`src/rtl/exec_unit.sv`:
```
// ============================================================================
//  Module   : exec_unit
//  Purpose  : Execute stage with operand select, 4-function ALU, branch resolve
//             and stall-able result register. Define EXEC_DELAY_EN to add
//             simulation delays on the combinational paths.
//  Revision : 1.0  initial release
// ============================================================================
`default_nettype none

module exec_unit #(
    parameter int DATA_W = 8,
    parameter int PC_W   = 32
) (
    input  logic              CLK,
    input  logic              RESET,
    input  logic [DATA_W-1:0] DATA1,
    input  logic [DATA_W-1:0] DATA2,
    input  logic [DATA_W-1:0] IMMEDIATE,
    input  logic [2:0]        SELECT_OP,
    input  logic              NEG_SEL,
    input  logic              IMM_SEL,
    input  logic [7:0]        OFFSET,
    input  logic              J,
    input  logic              BEQ,
    input  logic              BNE,
    input  logic              BUSY,
    output logic [DATA_W-1:0] ALU_RESULT,
    output logic              ZERO,
    output logic              TAKEN,
    output logic [PC_W-1:0]   BRANCH_OFFSET,
    output logic [DATA_W-1:0] RESULT_Q,
    output logic              ZERO_Q
);

    localparam logic [DATA_W-1:0] C_ONE = DATA_W'(1);

    logic [DATA_W-1:0] w_neg_val;
    logic [DATA_W-1:0] w_op_b;
    logic [DATA_W-1:0] w_fwd;
    logic [DATA_W-1:0] w_sum;
    logic [DATA_W-1:0] w_and;
    logic [DATA_W-1:0] w_or;
    logic [DATA_W-1:0] w_alu;
    logic [PC_W-1:0]   w_byte_off;

    // Word offset to byte offset: sign-extend then scale by 4.
    assign w_byte_off = {{(PC_W-10){OFFSET[7]}}, OFFSET, 2'b00};

    // NEG_SEL only matters on the register path; immediates are never negated.
    assign w_op_b = !IMM_SEL ? IMMEDIATE : (NEG_SEL ? w_neg_val : DATA2);

`ifdef EXEC_DELAY_EN
    assign #1 w_neg_val     = ~DATA2 + C_ONE;
    assign #1 w_fwd         = w_op_b;
    assign #2 w_sum         = DATA1 + w_op_b;
    assign #1 w_and         = DATA1 & w_op_b;
    assign #1 w_or          = DATA1 | w_op_b;
    assign #2 BRANCH_OFFSET = TAKEN ? w_byte_off : '0;
`else
    assign w_neg_val     = ~DATA2 + C_ONE;
    assign w_fwd         = w_op_b;
    assign w_sum         = DATA1 + w_op_b;
    assign w_and         = DATA1 & w_op_b;
    assign w_or          = DATA1 | w_op_b;
    assign BRANCH_OFFSET = TAKEN ? w_byte_off : '0;
`endif

    always_comb begin
        w_alu = '0;
        case (SELECT_OP)
            3'b000:  w_alu = w_fwd;
            3'b001:  w_alu = w_sum;
            3'b010:  w_alu = w_and;
            3'b011:  w_alu = w_or;
            default: w_alu = '0;
        endcase
    end

    assign ALU_RESULT = w_alu;
    assign ZERO       = (w_alu == '0);
    assign TAKEN      = J | (BEQ & ZERO) | (BNE & ~ZERO);

    always_ff @(posedge CLK or negedge RESET) begin
        if (!RESET) begin
            RESULT_Q <= '0;
            ZERO_Q   <= 1'b0;
        end else if (!BUSY) begin
            RESULT_Q <= w_alu;
            ZERO_Q   <= ZERO;
        end
    end

endmodule

`default_nettype wire

```
`config.mk`:
```
export PLATFORM = sky130hd
export DESIGN_NAME = exec_unit
export DESIGN_NICKNAME = d
export VERILOG_FILES = /design/src/rtl/exec_unit.sv
export SDC_FILE = /design/constraint.sdc
export NUM_CORES = 1
export LEC_CHECK = 0
export ABC_AREA = 1
export BUFFER_PORTS_ARGS = -buffer_cell sky130_fd_sc_hd__buf_2
export CAP_MARGIN = 20
export CORE_UTILIZATION = 40
export CTS_CLUSTER_DIAMETER = 30
export DETAILED_ROUTE_END_ITERATION = 8
export PLACE_DENSITY = 0.73
export SLEW_MARGIN = 20
export SYNTH_ARGS = -nofsm -noshare
export SYNTH_HDL_FRONTEND = slang
export SYNTH_SLANG_ARGS = --single-unit
```
`constraint.sdc`:
```
create_clock -name CLK -period 9.9 [get_ports CLK]
set_input_delay 2.475 -clock CLK [delete_from_list [all_inputs] [get_ports CLK]]
set_output_delay 2.475 -clock CLK [all_outputs]
set_load 0.01 [all_outputs]
```
Yosys cells after proc, flatten, opt, wreduce, memory -nomap -nowiden --
Cells that the tools add are included.
Cells by class: add/subtract/negate cells 2, eq/ne operators 3, muxes and demuxes 4, bitwise operators 8, reductions and logical operators 2
Operator list (number):
- $mux W32 | 1
- $pmux W8 S4 | 1
- $mux W8 | 2
- $add A8 B1 Y8 const B | 1
- $add A8 B8 Y8 | 1
- $and A8 B8 Y8 | 1
- $logic_not A8 Y1 | 1
- $not A8 Y8 | 1
- $or A8 B8 Y8 | 1
- $eq A3 B2 Y1 const B | 2
- $eq A3 B1 Y1 const B | 1
- $logic_not A3 Y1 | 1
- $and A1 B1 Y1 | 2
- $or A1 B1 Y1 | 2
- $not A1 Y1 | 1
Word-level totals: register bits 9, bits of input ports 43, output and inout bits 51

Longest topological paths before layout --
Gate-level depths: netlist (run 1).
word-level depth 11, gate-level depth with buffers 25, mapped depth without buffers 24

Least setup slack after synthesis (run 1) --
No wires, ideal clock.
kind input -> output, start point input DATA2[0], end point output BRANCH_OFFSET[10], data arrival time 5161 ps, setup slack 2264 ps, stages on the path 20, buffers on the path 1, cell sequence inv_1 > ha_1 > nand3_1 > nand2_1 > nand2_1 > nand3_1 > nand2_1 > ha_1 > a21oi_1 > nor2_1 > nor2_1 > nand3b_1 > nand3_1 > nand3_1 > nor2_4 > nand4_2 > nand3_4 > nand2_1 > inv_1 > buf_4
On the way: word-level cells in the longest chain between the ends 11, elaborated cells on any way between the ends 15, those cells by class add/sub: 2; mux: 4; bitwise: 8; reduce/logical: 1
Ends and longest elaborated chain:
- from (decl) | RTL line 17 | input logic [DATA_W-1:0] DATA2,
- $not A8 Y8 | RTL line 60 | assign w_neg_val = ~DATA2 + C_ONE;
- $add A8 B1 Y8 | RTL line 60
- $mux W8 (*) (2 in a row) | RTL line 50 | assign w_op_b = !IMM_SEL ? IMMEDIATE : (NEG_SEL ? w_neg_val : DATA2);
- $add A8 B8 Y8, or another cell as far along | RTL line 62 | assign w_sum = DATA1 + w_op_b;
- $pmux W8 S4 (*) | RTL line 70 | case (SELECT_OP)
- net ALU_RESULT[7] | RTL line 27 | output logic [DATA_W-1:0] ALU_RESULT,
- $logic_not A8 Y1 (*) | RTL line 80 | assign ZERO = (w_alu == '0);
- $and A1 B1 Y1 or $not A1 Y1 (tied branches) | RTL line 81 | assign TAKEN = J | (BEQ & ZERO) | (BNE & ~ZERO);
- $or A1 B1 Y1 or $and A1 B1 Y1 (tied branches) | RTL line 81
- $or A1 B1 Y1 (*) | RTL line 81
- net TAKEN | RTL line 29 | output logic TAKEN,
- $mux W32 (*) | RTL line 65 | assign BRANCH_OFFSET = TAKEN ? w_byte_off : '0;
- to (decl) | RTL line 30 | output logic [PC_W-1:0] BRANCH_OFFSET,
Mark *: on every way through the listed nets, which the timed path passes. The rest lies on a longest branch.

Worst setup path in the final report (run 1) --
start point input DATA2[0], end point output BRANCH_OFFSET[10]
On the way: word-level cells in the longest chain between the ends 11, elaborated cells on any way between the ends 15, those cells by class add/sub: 2; mux: 4; bitwise: 8; reduce/logical: 1
Ends and longest elaborated chain (RTL line):
- $not A8 Y8 | 60
- $add A8 B1 Y8 | 60
- $mux W8 (*) (2 in a row) | 50
- $add A8 B8 Y8, or another cell as far along | 62
- $pmux W8 S4 (*) | 70
- $logic_not A8 Y1 (*) | 80
- $and A1 B1 Y1 or $not A1 Y1 (tied branches) | 81
- $or A1 B1 Y1 or $and A1 B1 Y1 (tied branches) | 81
- $or A1 B1 Y1 (*) | 81
- $mux W32 (*) | 65
Every way passes the cells marked *; elsewhere a longest branch is shown, timed or not.

==> flow_summary.json, run 1 <==
{
  "fin_area_sq_um": 2122,
  "start_util_pct": 42.72,
  "cts_tree": "done",
  "path_buf_inv": 6,
  "seq_area_frac_synth_pct": 12.81,
  "yosysTopAreaCell": "nand2_1",
  "num_io_pins": 94,
  "final_hold_viol_count": 0,
  "nets": 419,
  "fmax_mhz": 127.0,
  "syn-mean-instance-area_sq_um": 6.104,
  "synthArstFlopShare_pct": 100.0,
  "antenna_left": 0,
  "numClockSinks": 9,
  "worstPathMaxFanout": 23,
  "crit_required_ns": 7.43,
  "cellPowerDensity_nw_per_um2": 92.49,
  "synthesis.area_sq_um": 1758,
  "finalCriticalPeriod_ns": 7.873,
  "area_delta_synth_final_pct": 20.71,
  "final_common_cell": "buf_2",
  "mostFrequentLayoutCells": "buf_2 (91), nand2_1 (70), inv_1 (55)",
  "clockPowerShare_pct": 21.2,
  "hpwl_um": 3463,
  "cp-start-kind": "primary input",
  "portBuffers": 91,
  "chipWidth_um": 68.30,
  "ctsHtreeMaxLevel": 1,
  "p_sw_share_pct": 42.12,
  "clockBufferDepth": 2,
  "crit_cells": 21,
  "worstSetupEndpointType": "output port",
  "dp.cells": 403,
  "reg2regPathDepth": 2,
  "crit_path_frequent_cell": "nand3_1",
  "drtPass1Iterations": 4,
  "drive_above_1_share_pct": 33.89,
  "grt_pass1_wl_um": 6348,
  "grt_setup_unrepaired": "no",
  "vdd_drop_max_mv": 0.03336,
  "yosys.area.top_type_share_pct": 14.95,
  "cts_made_buffers": 3,
  "critPathArrivalTime_ns": 5.40,
  "ctsResizeCount": 0,
  "cpMaxStageDelayCell": "ha_1",
  "fillers": 419,
  "synthDistinctLibCells": 33,
  "vias_per_cell": 4.641,
  "place_congestion": 0.8591,
  "max_stage_delay_ns": 0.35,
  "diodes": 0,
  "fin_ws_ns": 2.027,
  "path_clk_slew_ns": 0.04,
  "skew_ns": 0,
  "synth_area_leaders": "nand2_1 (15%), dfrtp_1 (13%), ha_1 (12%)",
  "setup_viol": 0,
  "core_region_area_sq_um": 4115,
  "setup_tns_ns": 0,
  "seq_power_share_pct": 22.2,
  "postCtsSetupRepairBufs": 0,
  "syn_inst": 288,
  "die_h_um": 68.30,
  "run_status": "finished clean",
  "vias": 1889,
  "switchingPower_uw": 82.67,
  "post-place-ws_ns": 1.995,
  "combPwrFrac_pct": 56.6,
  "cp_cell_sequence": "buf_2 > inv_1 > ha_1 > inv_1 > nand2_1 > nand2_1 > nand3_1 > nand2_2 > inv_2 > ha_1 > or2_1 > nand3_1 > nand3_1 > nor2_1 > nand3_1 > nor2_4 > nand4_2 > nand3_4 > nand2_1 > inv_1 > buf_2",
  "grt-ovfl-total": 0,
  "grt_pass1_vias": 1472,
  "track_usage_pct": 17.81,
  "place_area_sq_um": 2077,
  "leakage_nw": 1.391,
  "die_area_sq_um": 4664,
  "min_path_type": "flip-flop to flip-flop",
  "postCtsHoldBufs": 0,
  "slew_violations": 0,
  "ys_warn_count": 0,
  "synth_edf_count": 0,
  "drt-initial-drc-count": 73,
  "intPower_uw": 113.6,
  "synth-seq-cells": 9,
  "postLayoutCoreUtil_pct": 51.57,
  "antenna_found_initial": 0,
  "wl_per_cell_um": 9.835,
  "path_delay_family": "simple AND/OR/NAND/NOR gates",
  "clockRootBuffer": "clkbuf_8",
  "hold_depth": 2,
  "ys.flop_type": "dfrtp_1",
  "rows": 23,
  "finalWirelength_um": 4003,
  "grt_max_degree": 24,
  "fin_crit_sh_pct": 79.52,
  "insertion_delay_ns": 0.23,
  "drc": 0,
  "maxCapViolCount": 0,
  "crit_type": "primary input to output port",
  "fin_cells": 407
}
==> synthesized netlist by cell type (2+ instances only) <==
master    count
a21oi_1       2
a31oi_1       2
buf_4        25
dfrtp_1       9
ha_1         17
inv_1        55
inv_2         9
nand2_1      70
nand2_2       4
nand3_1      34
nand3b_1      2
nand4_1       5
nor2_1       15
nor2_2        2
nor2_4        3
o21ai_0       7
o21ai_1       4
o21ai_2       2
o22ai_1       3
or2_1         5
==> path summary, 6_finish.rpt <==
check | startpoint | end | slack (ns)
min in group asynchronous | RESET | RESULT_Q[3]$_DFFE_PN0N_ | 2.08
max reg2reg | RESULT_Q[3]$_DFFE_PN0N_ | RESULT_Q[3]$_DFFE_PN0N_ | 9.26
max in group asynchronous | RESET | RESULT_Q[7]$_DFFE_PN0N_ | 7.64
min reg2reg | RESULT_Q[5]$_DFFE_PN0N_ | RESULT_Q[5]$_DFFE_PN0N_ | 0.47
min | RESULT_Q[5]$_DFFE_PN0N_ | RESULT_Q[5]$_DFFE_PN0N_ | 0.47
max | DATA2[0] | BRANCH_OFFSET[10] | 2.03
==> sequential cells by signal, summed over array words and instances (netlist names) <==
name / flops
RESULT_Q: 8
ZERO_Q: 1
==> area by class of cell <==
class | count | area, sq um | share of cell area [%]
inverter | 64 | 240.2 | 11.32
multi-input combinational | 189 | 1094 | 51.53
sequential | 9 | 225.2 | 10.61
timing repair buffer | 91 | 455.4 | 21.46
tap | 50 | 62.56 | 2.948
clock buffer | 4 | 45.04 | 2.123
==> per-layer routing <==
| metal | global-route usage (%) | part of all wire (%) | up-vias |
|---|---|---|---|
| li1 | - | - | 1009 |
| met5 | 0 | 0 | - |
| met3 | 1.167 | 5.3 | 5 |
| met2 | 29.29 | 47 | 71 |
| met1 | 24.51 | 47 | 804 |
| met4 | 5.469 | 0.95 | 0 |
==> kinds of logic (layout without fill, tap and decap cells) <==
family          after synthesis  in the layout  synth area share (%)
fa+ha+maj                    18             18                 13.24
buf+inv                      91            159                 25.20
other cells                   1              2                0.2133
compound gates               24             24                 8.683
flops                         9              9                 12.81
simple gates                145            145                 39.86
==> tightest hold or removal path, cell delays in order, from the launching register on <==
cell and delay [ns]:
dfrtp_1 0.33, nand2_1 0.05, nand2_1 0.05
==> through the flow <==
| stage | total power, mW | hold slack, ns |
|---|---|---|
| 3_3_place_gp | 0.1539 | 0.4574 |
| 6_report | 0.1963 | 0.4692 |
| 5_1_grt | 0.2186 | 0.4958 |
| 2_1_floorplan | 0.1272 | 0.5156 |
| 3_5_place_dp | 0.1559 | 0.4618 |
| 4_1_cts | 0.1989 | 0.4739 |
==> power by group through the flow <==
stage               combinational (mW)  clock (mW)  sequential, mW
floorplan                       0.0806           0          0.0466
global placement                 0.110           0          0.0441
detailed placement               0.112           0          0.0440
CTS                              0.112      0.0434          0.0435
global route                     0.128      0.0460          0.0442
finish                           0.111      0.0416          0.0435
(Power assumes the default switching activity.)
==> run 2: changes to the inputs <==
clock period = 7.9 ns   (was 9.9 ns; I/O delays follow)
==> run 2 against run 1 <==
Critical path depth is the same. Final area unchanged. Clock-buffer cell count unchanged. Cell count unchanged. Global-route usage grew 0.14 points. Highest routed layer unchanged. Clock power is 25% higher. Largest power group unchanged. Register-to-register slack worse by 2.0 ns. Core utilization stayed put. Critical endpoint is now BRANCH_OFFSET[30]. Die area is the same.
==> flow_summary.json, run 2 (synthesized netlist as in run 1, its figures left out) <==
{
  "run_status": "finished clean",
  "leakage_nw": 1.391,
  "crit_required_ns": 5.93,
  "die_area_sq_um": 4664,
  "nets": 419,
  "ctsResizeCount": 0,
  "vdd_drop_max_mv": 0.03243,
  "min_path_type": "flip-flop to flip-flop",
  "postLayoutCoreUtil_pct": 51.57,
  "cpMaxStageDelayCell": "ha_1",
  "core_region_area_sq_um": 4115,
  "finalPower_uw": 246.0,
  "postCtsSetupRepairBufs": 0,
  "clockRootBuffer": "clkbuf_8",
  "antenna_left": 0,
  "wl_per_cell_um": 9.980,
  "portBuffers": 91,
  "worstPathMaxFanout": 23,
  "grt_pass1_vias": 1527,
  "cts_tree": "done",
  "slew_violations": 0,
  "final_common_cell": "buf_2",
  "grt_setup_unrepaired": "no",
  "cp-start-kind": "primary input",
  "cts_made_buffers": 3,
  "reg2reg_slack_ns": 7.25,
  "drc": 0,
  "insertion_delay_ns": 0.23,
  "area_delta_synth_final_pct": 20.71,
  "final_hold_viol_count": 0,
  "diodes": 0,
  "grt_max_degree": 24,
  "fillers": 440,
  "postCtsHoldBufs": 0,
  "crit_type": "primary input to output port",
  "fmax_mhz": 145.4,
  "max_stage_delay_ns": 0.35,
  "grt-ovfl-total": 0,
  "critPathArrivalTime_ns": 4.90,
  "drt-initial-drc-count": 55,
  "vias_per_cell": 4.612,
  "crit_path_frequent_cell": "nand3_1",
  "hp-start": "RESULT_Q[5]$_DFFE_PN0N_",
  "path_clk_slew_ns": 0.04,
  "fin_crit_sh_pct": 87.04,
  "grt_pass1_wl_um": 6430,
  "antenna_found_initial": 0,
  "hpwl_um": 3522,
  "chipWidth_um": 68.30,
  "vias": 1877,
  "worstSetupEndpointType": "output port",
  "track_usage_pct": 17.95,
  "mostFrequentLayoutCells": "buf_2 (91), nand2_1 (70), inv_1 (55)",
  "regMostFlops": "RESULT_Q",
  "drtPass1Iterations": 4,
  "cellPowerDensity_nw_per_um2": 115.9,
  "setup_tns_ns": 0,
  "clockBufferDepth": 2,
  "die_h_um": 68.30,
  "largest_register_ffs": 8,
  "path_delay_family": "simple AND/OR/NAND/NOR gates",
  "crit_path_start": "DATA2[0]",
  "finalWirelength_um": 4062,
  "maxCapViolCount": 0,
  "drive_above_1_share_pct": 33.89,
  "skew_ns": 0,
  "start_util_pct": 42.72,
  "place_congestion": 0.8602,
  "path_buf_inv": 6,
  "cp_cell_sequence": "buf_2 > inv_1 > ha_1 > inv_1 > nand2_1 > nand2_1 > nand3_1 > nand2_2 > inv_2 > ha_1 > or2_1 > nand3_1 > nand3_1 > nor2_1 > nand3_1 > nor2_4 > nand4_2 > nand3_4 > nand2_1 > inv_1 > buf_2",
  "num_io_pins": 94,
  "ctsHtreeMaxLevel": 1,
  "setup_viol": 0,
  "numClockSinks": 9,
  "largest_registers": "RESULT_Q (8), ZERO_Q (1)",
  "rows": 23,
  "finalCriticalPeriod_ns": 6.876,
  "r2r_start": "RESULT_Q[3]$_DFFE_PN0N_"
}
## run 2: cell type report
type | count | area, sq um | area share, %
Multi-Input combinational cell | 189 | 1094 | 51.53
Timing Repair Buffer | 91 | 455.4 | 21.46
Inverter | 64 | 240.2 | 11.32
Sequential cell | 9 | 225.2 | 10.61
Tap cell | 50 | 62.56 | 2.948
Clock buffer | 4 | 45.04 | 2.123
## run 2: layer usage
layer	vias to the layer above	global-route usage, %	share of wire, %
li1	1006	-	-
met1	809	23.54	48
met2	57	30.76	47
met3	5	0.5000	3.8
met4	0	7.031	1.3
met5	-	0	0
## run 2: final timing paths
path	endpoint	cells past startpoint
max	BRANCH_OFFSET[30]	21
min	RESULT_Q[5]$_DFFE_PN0N_	2
max reg2reg	RESULT_Q[3]$_DFFE_PN0N_	2
min reg2reg	RESULT_Q[5]$_DFFE_PN0N_	2
max in group asynchronous	RESULT_Q[7]$_DFFE_PN0N_	1
min in group asynchronous	RESULT_Q[3]$_DFFE_PN0N_	1
## run 2: per-stage QoR
step                cell area, sq um  hold WS (ns)  cells  setup WS (ns)
global placement                2077        0.4571    403          1.061
CTS                             2122        0.4735    407         0.9899
floorplan                       1762        0.5156    289          1.264
detailed placement              2077        0.4608    403         0.9987
global route                    2122        0.4989    407         0.6162
finish                          2122        0.4681    407          1.024
## run 2: power breakdown
group	internal, mW	switching, mW	total (mW)
logic	0.0551	0.0840	0.139
registers	0.0520	0.00268	0.0547
clock network	0.0351	0.0171	0.0522
total	0.142	0.104	0.246
## run 2: worst min-delay path, cell delays in order, from the launching register on
cell and delay [ns]:
dfrtp_1 0.33, nand2_1 0.05, nand2_1 0.05
